### src/rtl/t_state_sequencer.sv
// ---------------------------------------------------------------------------
// t_state_sequencer
//
// Generates the one-hot T-state strobes that pace one instruction cycle.
// There are two states, RUN and HALTED. Halt requests take effect at the next
// instruction boundary. A boundary is either the last T-state or an early clr.
// The sequencer also counts retired instructions.
//
// Ports:
//   clk        sole clock, all state updates on posedge
//   reset      synchronous active-high reset (state RUN, T held at zero)
//   clr        end the current instruction early (next T-state is T0)
//   hlt        halt request, taken at the next instruction boundary
//   resume     leave HALTED and start a new instruction at T0
//   step_mode  every instruction boundary enters HALTED
//   wait_req   stall, hold the current T-state (overrides clr)
//   T          registered one-hot T-state strobe, zero when halted or in reset
//   t_count    current T-state index
//   halted     high while in HALTED
//   instr_end  combinational, high in the cycle a boundary is taken
//   instr_cnt  completed instructions, modulo 2^INSTR_W
// ---------------------------------------------------------------------------
module t_state_sequencer #(
    parameter int unsigned NUM_T   = 8,
    parameter int unsigned INSTR_W = 16,
    localparam int unsigned CNT_W  = (NUM_T < 2) ? 1 : $clog2(NUM_T)
) (
    input  logic               clk,
    input  logic               reset,
    input  logic               clr,
    input  logic               hlt,
    input  logic               resume,
    input  logic               step_mode,
    input  logic               wait_req,
    output logic [NUM_T-1:0]   T,
    output logic [CNT_W-1:0]   t_count,
    output logic               halted,
    output logic               instr_end,
    output logic [INSTR_W-1:0] instr_cnt
);

    localparam logic [0:0] ST_RUN    = 1'b0;
    localparam logic [0:0] ST_HALTED = 1'b1;

    localparam logic [NUM_T-1:0] T_FIRST = NUM_T'(1);
    localparam logic [CNT_W-1:0] T_LAST  = CNT_W'(NUM_T - 1);

    logic [0:0]         state_q, state_d;
    logic [NUM_T-1:0]   t_q, t_d;
    logic [CNT_W-1:0]   cnt_q, cnt_d;
    logic [INSTR_W-1:0] icnt_q, icnt_d;
    logic               pend_q, pend_d;
    logic               running;
    logic               boundary;

    // After reset, T stays zero for one cycle in RUN before T0 is strobed.
    // Only a cycle with a live strobe may advance or end an instruction.
    assign running  = (state_q == ST_RUN) && (t_q != '0);
    assign boundary = running && !wait_req && (clr || (cnt_q == T_LAST));

    always_comb begin
        state_d   = state_q;
        t_d       = t_q;
        cnt_d     = cnt_q;
        icnt_d    = icnt_q;
        pend_d    = pend_q;
        instr_end = 1'b0;

        if (state_q == ST_RUN) begin
            pend_d = pend_q | hlt;
            if (!running) begin
                // Post-reset bubble: strobe T0 next cycle.
                t_d   = T_FIRST;
                cnt_d = '0;
            end else if (boundary) begin
                instr_end = !reset;
                icnt_d    = icnt_q + 1'b1;
                cnt_d     = '0;
                pend_d    = 1'b0;
                if (pend_q || hlt || step_mode) begin
                    state_d = ST_HALTED;
                    t_d     = '0;
                end else begin
                    t_d = T_FIRST;
                end
            end else if (!wait_req) begin
                cnt_d = cnt_q + 1'b1;
                t_d   = t_q << 1;
            end
        end else begin
            // hlt wins over resume while halted.
            if (resume && !hlt) begin
                state_d = ST_RUN;
                t_d     = T_FIRST;
                cnt_d   = '0;
            end
        end
    end

    always_ff @(posedge clk) begin
        if (reset) begin
            state_q <= ST_RUN;
            t_q     <= '0;
            cnt_q   <= '0;
            icnt_q  <= '0;
            pend_q  <= 1'b0;
        end else begin
            state_q <= state_d;
            t_q     <= t_d;
            cnt_q   <= cnt_d;
            icnt_q  <= icnt_d;
            pend_q  <= pend_d;
        end
    end

    assign T         = t_q;
    assign t_count   = cnt_q;
    assign halted    = (state_q == ST_HALTED);
    assign instr_cnt = icnt_q;

endmodule
### config.mk
export PLATFORM = sky130hd
export DESIGN_NAME = t_state_sequencer
export DESIGN_NICKNAME = d
export VERILOG_FILES = /design/src/rtl/t_state_sequencer.sv
export SDC_FILE = /design/constraint.sdc
export NUM_CORES = 1
export LEC_CHECK = 0
export ABC_AREA = 0
export CAP_MARGIN = 20
export CORE_ASPECT_RATIO = 2
export CORE_MARGIN = 2
export CORE_UTILIZATION = 43
export CTS_CLUSTER_DIAMETER = 150
export DETAILED_ROUTE_END_ITERATION = 12
export GPL_TIMING_DRIVEN = 0
export PLACE_DENSITY = 0.74
export SLEW_MARGIN = 5
export SYNTH_ARGS = -nofsm -noshare
export SYNTH_HDL_FRONTEND = slang
export SYNTH_SLANG_ARGS = --single-unit
### constraint.sdc
create_clock -name clk -period 1.7 [get_ports clk]
set_input_delay 0.34 -clock clk [delete_from_list [all_inputs] [get_ports clk]]
set_output_delay 0.34 -clock clk [all_outputs]
set_load 0.01 [all_outputs]
==> results of run 1 <==
-- critical path: stages (launching register included) --
cell	delay, ps
dfxtp_4	350
or4_4	550
o211ai_4	230
buf_6	140
nor2_4	30
buf_6	120
-- layout by cell type (no fill, tap or decap), drive strengths merged, types with 4 or more instances in the layout --
cell           instances
o31ai                  8
nor2                   4
nand3                  9
clkbuf                11
nand2b                11
clkdlybuf4s50         32
or3                    4
o21ai                  6
or4                   11
buf                   28
dfxtp                 29
nand2                 15
mux2i                  9
a21oi                 16
-- synth_stat cells (2+ instances only) --
| cell | instances | area, um^2 |
|---|---|---|
| dfxtp_1 | 29 | 581 |
| clkbuf_1 | 4 | 15.0 |
| and4_1 | 2 | 17.5 |
| nor2_1 | 4 | 15.0 |
| a21oi_1 | 16 | 80.1 |
| nand3_1 | 9 | 45.0 |
| nand2b_1 | 11 | 68.8 |
| mux2i_1 | 9 | 90.1 |
| ha_1 | 3 | 37.5 |
| o21ai_0 | 5 | 25.0 |
| nor3_1 | 2 | 10.0 |
| nand4_1 | 3 | 18.8 |
| xnor2_1 | 2 | 17.5 |
| nor4_1 | 2 | 12.5 |
| buf_2 | 2 | 10.0 |
| buf_4 | 2 | 15.0 |
| or3_1 | 3 | 18.8 |
| o31ai_1 | 8 | 60.1 |
| nand2_1 | 15 | 56.3 |
| or4_1 | 9 | 67.6 |
| inv_1 | 3 | 11.3 |
-- routing by layer --
metal | vias up | global-route usage, %
met5 | - | 0
met1 | 761 | 22.1
li1 | 724 | -
met3 | 15 | 5.11
met4 | 0 | 14.9
met2 | 59 | 43.6
-- cell families after synthesis --
kind of cell | after synthesis
muxes | 9
and+or+nand+nor | 66
AOI/OAI and AO/OA | 39
buffers and inverters | 11
DFF | 29
adders and majority gates | 3
xor gates and xnor gates | 2
-- registers in the layout, summed over array words and instances (netlist names) --
name / count
t_count: 3
T: 8
instr_cnt: 16
pend_q: 1
halted: 1
-- final timing paths --
check             cells past startpoint                       start                    endpoint
hold reg to reg                       2  instr_cnt[15]$_SDFFE_PP0P_  instr_cnt[15]$_SDFFE_PP0P_
setup reg to reg                      8     t_count[1]$_SDFFE_PP0P_   instr_cnt[7]$_SDFFE_PP0P_
setup / recovery                      5           T[5]$_SDFFE_PP0P_                   instr_end
hold / removal                        2  instr_cnt[15]$_SDFFE_PP0P_  instr_cnt[15]$_SDFFE_PP0P_
-- cell type report --
| type | instances | area share [%] |
|---|---|---|
| tap | 31 | 1.65 |
| inverter | 3 | 0.478 |
| buffer | 8 | 2.23 |
| timing repair buffer | 58 | 23.9 |
| clock buffer | 7 | 4.09 |
| multi-input combinational | 119 | 42.0 |
| clock inverter | 1 | 0.212 |
| sequential | 29 | 25.4 |
-- timing repair --
item,in CTS,in global routing
resized for setup,28,41
buffers inserted,13,9
hold buffers,0,0
setup endpoints to repair,24,28
cloned,2,0
pin swaps,13,22
-- power by group through the flow --
stage | logic, mW | clock network [mW] | registers, mW
3_3_place_gp | 0.235 | 0 | 0.737
4_1_cts | 0.302 | 0.648 | 0.723
3_5_place_dp | 0.237 | 0 | 0.739
5_1_grt | 0.383 | 0.673 | 0.729
6_report | 0.365 | 0.647 | 0.727
2_1_floorplan | 0.143 | 0 | 0.742
==> results.sh, run 1 <==
export IMPL_routed_top_layer="met4"
export IMPL_dr_wl_met2_mm=2.65
export IMPL_critPathCaptureType="output pin"
export IMPL_synth_fa_ha_area_share_pct=2.66
export IMPL_grt_pass1_vias=1507
export IMPL_wl_met1_mm=1.63
export IMPL_startpoint_type="flop"
export IMPL_synthToLayoutAreaGrowth_pct=67.0
export IMPL_final_layout_size_suffix_gt1_share_pct=38.7
export IMPL_seq_area_frac_synth_pct=41.1
export IMPL_p_int_mw=1.25
export IMPL_setup_viol_count_final=27
export IMPL_fin_worst_skew_ps=3.34
export IMPL_drv_slew=0
export IMPL_place_inst=225
export IMPL_num_vias=1559
export IMPL_wire_per_inst_um=18.2
export IMPL_p_leak_nw=0.859
export IMPL_fmax_mhz=491
export IMPL_seqPwrFrac_pct=41.8
export IMPL_fin_cells=256
export IMPL_period_minus_slack_ps=2040
export IMPL_first_iter_violations=34
export IMPL_yosysUniqueCellTypes=37
export IMPL_start_util_pct=44.7
export IMPL_numClockSinks=29
export IMPL_gp_congestion=0.858
export IMPL_dr_pass1_iters=4
export IMPL_synth_xor_area_share_pct=1.24
export IMPL_grt_max_degree=11
export IMPL_cts_buffers=5
export IMPL_cap_violations=0
export IMPL_max_slew_margin_pct=55.7
export IMPL_cp_max_fo=3
export IMPL_coreArea_um2=3160
export IMPL_path_class="reg2out"
export IMPL_dieHeight_um=85.0
export IMPL_reg2reg_slack_ps=-190
export IMPL_grt_use_total_pct=23.9
export IMPL_synth_compound_area_share_pct=17.7
export IMPL_post_route_drc_count=0
export IMPL_dieArea_um2=3780
export IMPL_cts_path_max_buffers=2
export IMPL_ys_warn_count=0
export IMPL_required_ps=1360
export IMPL_io_pins=36
export IMPL_route_met3_wl_um=202
export IMPL_seq_area_um2=599
export IMPL_wl_mm=4.66
export IMPL_fin_crit_sh_pct=120
export IMPL_netlist_instances=159
export IMPL_tns_ps=-3110
export IMPL_syn_avg_cell_area_um2=8.88
export IMPL_p_total_mw=1.74
export IMPL_hp_class="reg2reg"
export IMPL_rsz0062_at_grt="true"
export IMPL_design_area_um2=2360
export IMPL_postRouteAntennaNets=0
export IMPL_cts_tree="built"
export IMPL_antenna_found_initial=0
export IMPL_power_density_nw_per_um2=738
export IMPL_switching_share_pct=27.9
export IMPL_syn_num_nets=169
export IMPL_async_flop_share_pct=0
export IMPL_p_clk_share_pct=37.2
export IMPL_core_rowCount=29
export IMPL_clkLatencyLatePin_ps=290
export IMPL_netlist_area_um2=1410
export IMPL_htree_levels=2
export IMPL_synthSimpleGateAreaFrac_pct=27.2
export IMPL_outcome="finished with violations"
export IMPL_multi_input_area_um2=991
export IMPL_viasPerCell=6.09
export IMPL_antennaDiodeCount=0
export IMPL_ys_ff_latch=29
export IMPL_synth_ff_type="dfxtp_1"
export IMPL_netSwitchingPower_mw=0.485
export IMPL_final_util_pct=74.7
export IMPL_violations="negative setup slack"
export IMPL_worst_hold_slack_ps=478
export IMPL_pre_cts_slack_ps=-864
export IMPL_clockRootBuffer="clkbuf_8"
export IMPL_hold_viol=0
export IMPL_timing_final_ws_setup_ps=-337
export IMPL_grt_overflow=0
export IMPL_muxShareOfSynthArea_pct=6.38
export IMPL_port_buffer_count=35
export IMPL_grt_pass1_wl_mm=6.70
export IMPL_clkTransAtPathRegs_ps=60
export IMPL_die_width_um=44.5
export IMPL_ir_worst_vdd_uv=726
export IMPL_placed_cell_area_um2=1860
export IMPL_nNetsFinal=234
export IMPL_hpwl_mm=2.79
export IMPL_power_frac_comb_pct=21.0
export IMPL_synth_edf_count=0
export IMPL_worst_slew_pin_transition_ps=664
export IMPL_arrival_ps=1700
export IMPL_synth_top_family_by_area="simple AND/OR/NAND/NOR gates"
export IMPL_num_fill_cells=215
Power figures use the tool's default switching activity.
==> run 2: changes to the inputs <==
--- a/config.mk
+++ b/config.mk
@@ -8,9 +8,7 @@
 export ABC_AREA = 0
 export CAP_MARGIN = 20
 export CORE_ASPECT_RATIO = 2
-export CORE_MARGIN = 2
 export CORE_UTILIZATION = 43
-export CTS_CLUSTER_DIAMETER = 150
 export DETAILED_ROUTE_END_ITERATION = 12
 export GPL_TIMING_DRIVEN = 0
 export PLACE_DENSITY = 0.74
==> results.sh, run 2 (same netlist as run 1, synthesis figures left out) <==
export IMPL_final_util_pct=75.0
export IMPL_startpoint_type="flop"
export IMPL_cts_path_max_buffers=2
export IMPL_port_buffer_count=35
export IMPL_fmax_mhz=486
export IMPL_cts_tree="built"
export IMPL_start_util_pct=44.7
export IMPL_io_pins=36
export IMPL_grt_pass1_wl_mm=7.09
export IMPL_fin_worst_skew_ps=7.28
export IMPL_hp_class="reg2reg"
export IMPL_wl_mm=4.98
export IMPL_cts_buffers=5
export IMPL_outcome="finished with violations"
export IMPL_antennaDiodeCount=0
export IMPL_gp_congestion=0.840
export IMPL_max_slew_margin_pct=54.6
export IMPL_cap_violations=0
export IMPL_clkLatencyLatePin_ps=290
export IMPL_postRouteAntennaNets=0
export IMPL_power_density_nw_per_um2=713
export IMPL_setup_viol_count_final=28
export IMPL_hold_viol=0
export IMPL_core_rowCount=29
export IMPL_num_vias=1618
export IMPL_post_route_drc_count=0
export IMPL_die_width_um=42.5
export IMPL_dr_pass1_iters=4
export IMPL_rsz0062_at_grt="true"
export IMPL_violations="negative setup slack"
export IMPL_p_leak_nw=0.841
export IMPL_hpwl_mm=2.92
export IMPL_wire_per_inst_um=19.7
export IMPL_required_ps=1360
export IMPL_grt_max_degree=11
export IMPL_numClockSinks=29
export IMPL_first_iter_violations=38
export IMPL_drv_slew=0
export IMPL_clkTransAtPathRegs_ps=70
export IMPL_arrival_ps=1720
export IMPL_path_class="reg2out"
export IMPL_num_fill_cells=218
export IMPL_antenna_found_initial=0
export IMPL_grt_use_total_pct=26.3
export IMPL_dieHeight_um=83.0
export IMPL_timing_final_ws_setup_ps=-356
export IMPL_dieArea_um2=3530
export IMPL_grt_pass1_vias=1548
export IMPL_clockRootBuffer="clkbuf_8"
export IMPL_largest_reg_flops=16
export IMPL_layout_commonest_cell="clkdlybuf4s50_1"
export IMPL_synthToLayoutAreaGrowth_pct=67.8
export IMPL_critPathCaptureType="output pin"
export IMPL_fin_crit_sh_pct=121
export IMPL_worst_slew_pin_transition_ps=681
export IMPL_htree_levels=2
export IMPL_nNetsFinal=232
export IMPL_cp_max_fo=3
export IMPL_final_layout_size_suffix_gt1_share_pct=37.8
export IMPL_coreArea_um2=3160
export IMPL_p_total_mw=1.69
export IMPL_period_minus_slack_ps=2060
export IMPL_viasPerCell=6.40
export IMPL_ir_worst_vdd_uv=814
export IMPL_grt_overflow=0
export IMPL_pre_cts_slack_ps=-884
export IMPL_final_cell_mix="33 x clkdlybuf4s50_1, 21 x dfxtp_1, 18 x buf_6"
-- run 2: cell types whose count changed in the layout (fill, tap and decap cells not counted), sizes merged --
cell	previous run	this run
clkinv	1	0
dlymetal6s2s	1	0
clkbuf	11	10
clkdlybuf4s50	32	33
buf	28	27
-- run 2: repair_timing --
action / CTS / global route
hold buffers: 0 / 0
hold endpoints to repair: 0 / 0
gates cloned: 1 / 1
setup buffers: 13 / 9
setup endpoints to repair: 27 / 29
gates resized for setup: 29 / 47
pin swaps: 20 / 20
-- run 2: power by group --
group / switching, mW / total (mW) / leakage, nW / internal, mW
sequential: 0.0304 / 0.729 / 0.239 / 0.699
clock: 0.256 / 0.576 / 0.0443 / 0.320
combinational: 0.185 / 0.383 / 0.558 / 0.199
total: 0.471 / 1.69 / 0.841 / 1.22
-- run 2: worst paths after layout --
kind | start | end | slack (ps) | cells after the start
setup / recovery | T[5]$_SDFFE_PP0P_ | instr_end | -360 | 5
hold / removal | instr_cnt[15]$_SDFFE_PP0P_ | instr_cnt[15]$_SDFFE_PP0P_ | 490 | 2
setup reg to reg | t_count[0]$_SDFFE_PP0P_ | instr_cnt[11]$_SDFFE_PP0P_ | -290 | 9
hold reg to reg | instr_cnt[15]$_SDFFE_PP0P_ | instr_cnt[15]$_SDFFE_PP0P_ | 490 | 2
-- run 2: stage by stage --
step	hold WS, ps	TNS, ps	cells	area [um^2]
final	492	-4530	253	2370
after global routing	522	-6450	253	2370
after detailed placement	481	-8910	225	1860
after CTS	492	-2190	246	2140
after floorplan	444	0	159	1480
after global placement	458	-7700	225	1860
-- run 2: cell type report --
cell class              count  area, um^2  area share, %
multi-input cells         119        1010           42.8
flip-flops and latches     29         598           25.3
well taps                  31        38.8           1.64
repair buffers             57         568           24.0
clock buffers               7        86.3           3.65
inverters                   3        11.3          0.475
plain buffers               7        51.3           2.17
-- run 2: per-layer routing --
| layer | vias up | track usage, % | part of all wire [%] |
|---|---|---|---|
| li1 | 722 | - | - |
| met1 | 785 | 23.7 | 33 |
| met2 | 81 | 48.1 | 56 |
| met3 | 30 | 5.43 | 5.0 |
| met4 | 0 | 19.0 | 6.3 |
| met5 | - | 0 | 0 |
-- run 2: worst max-delay path: stages (launching register included) --
cell	delay, ps
dfxtp_4	350
or4_4	560
o211ai_4	230
buf_6	140
nor2_4	30
buf_6	130
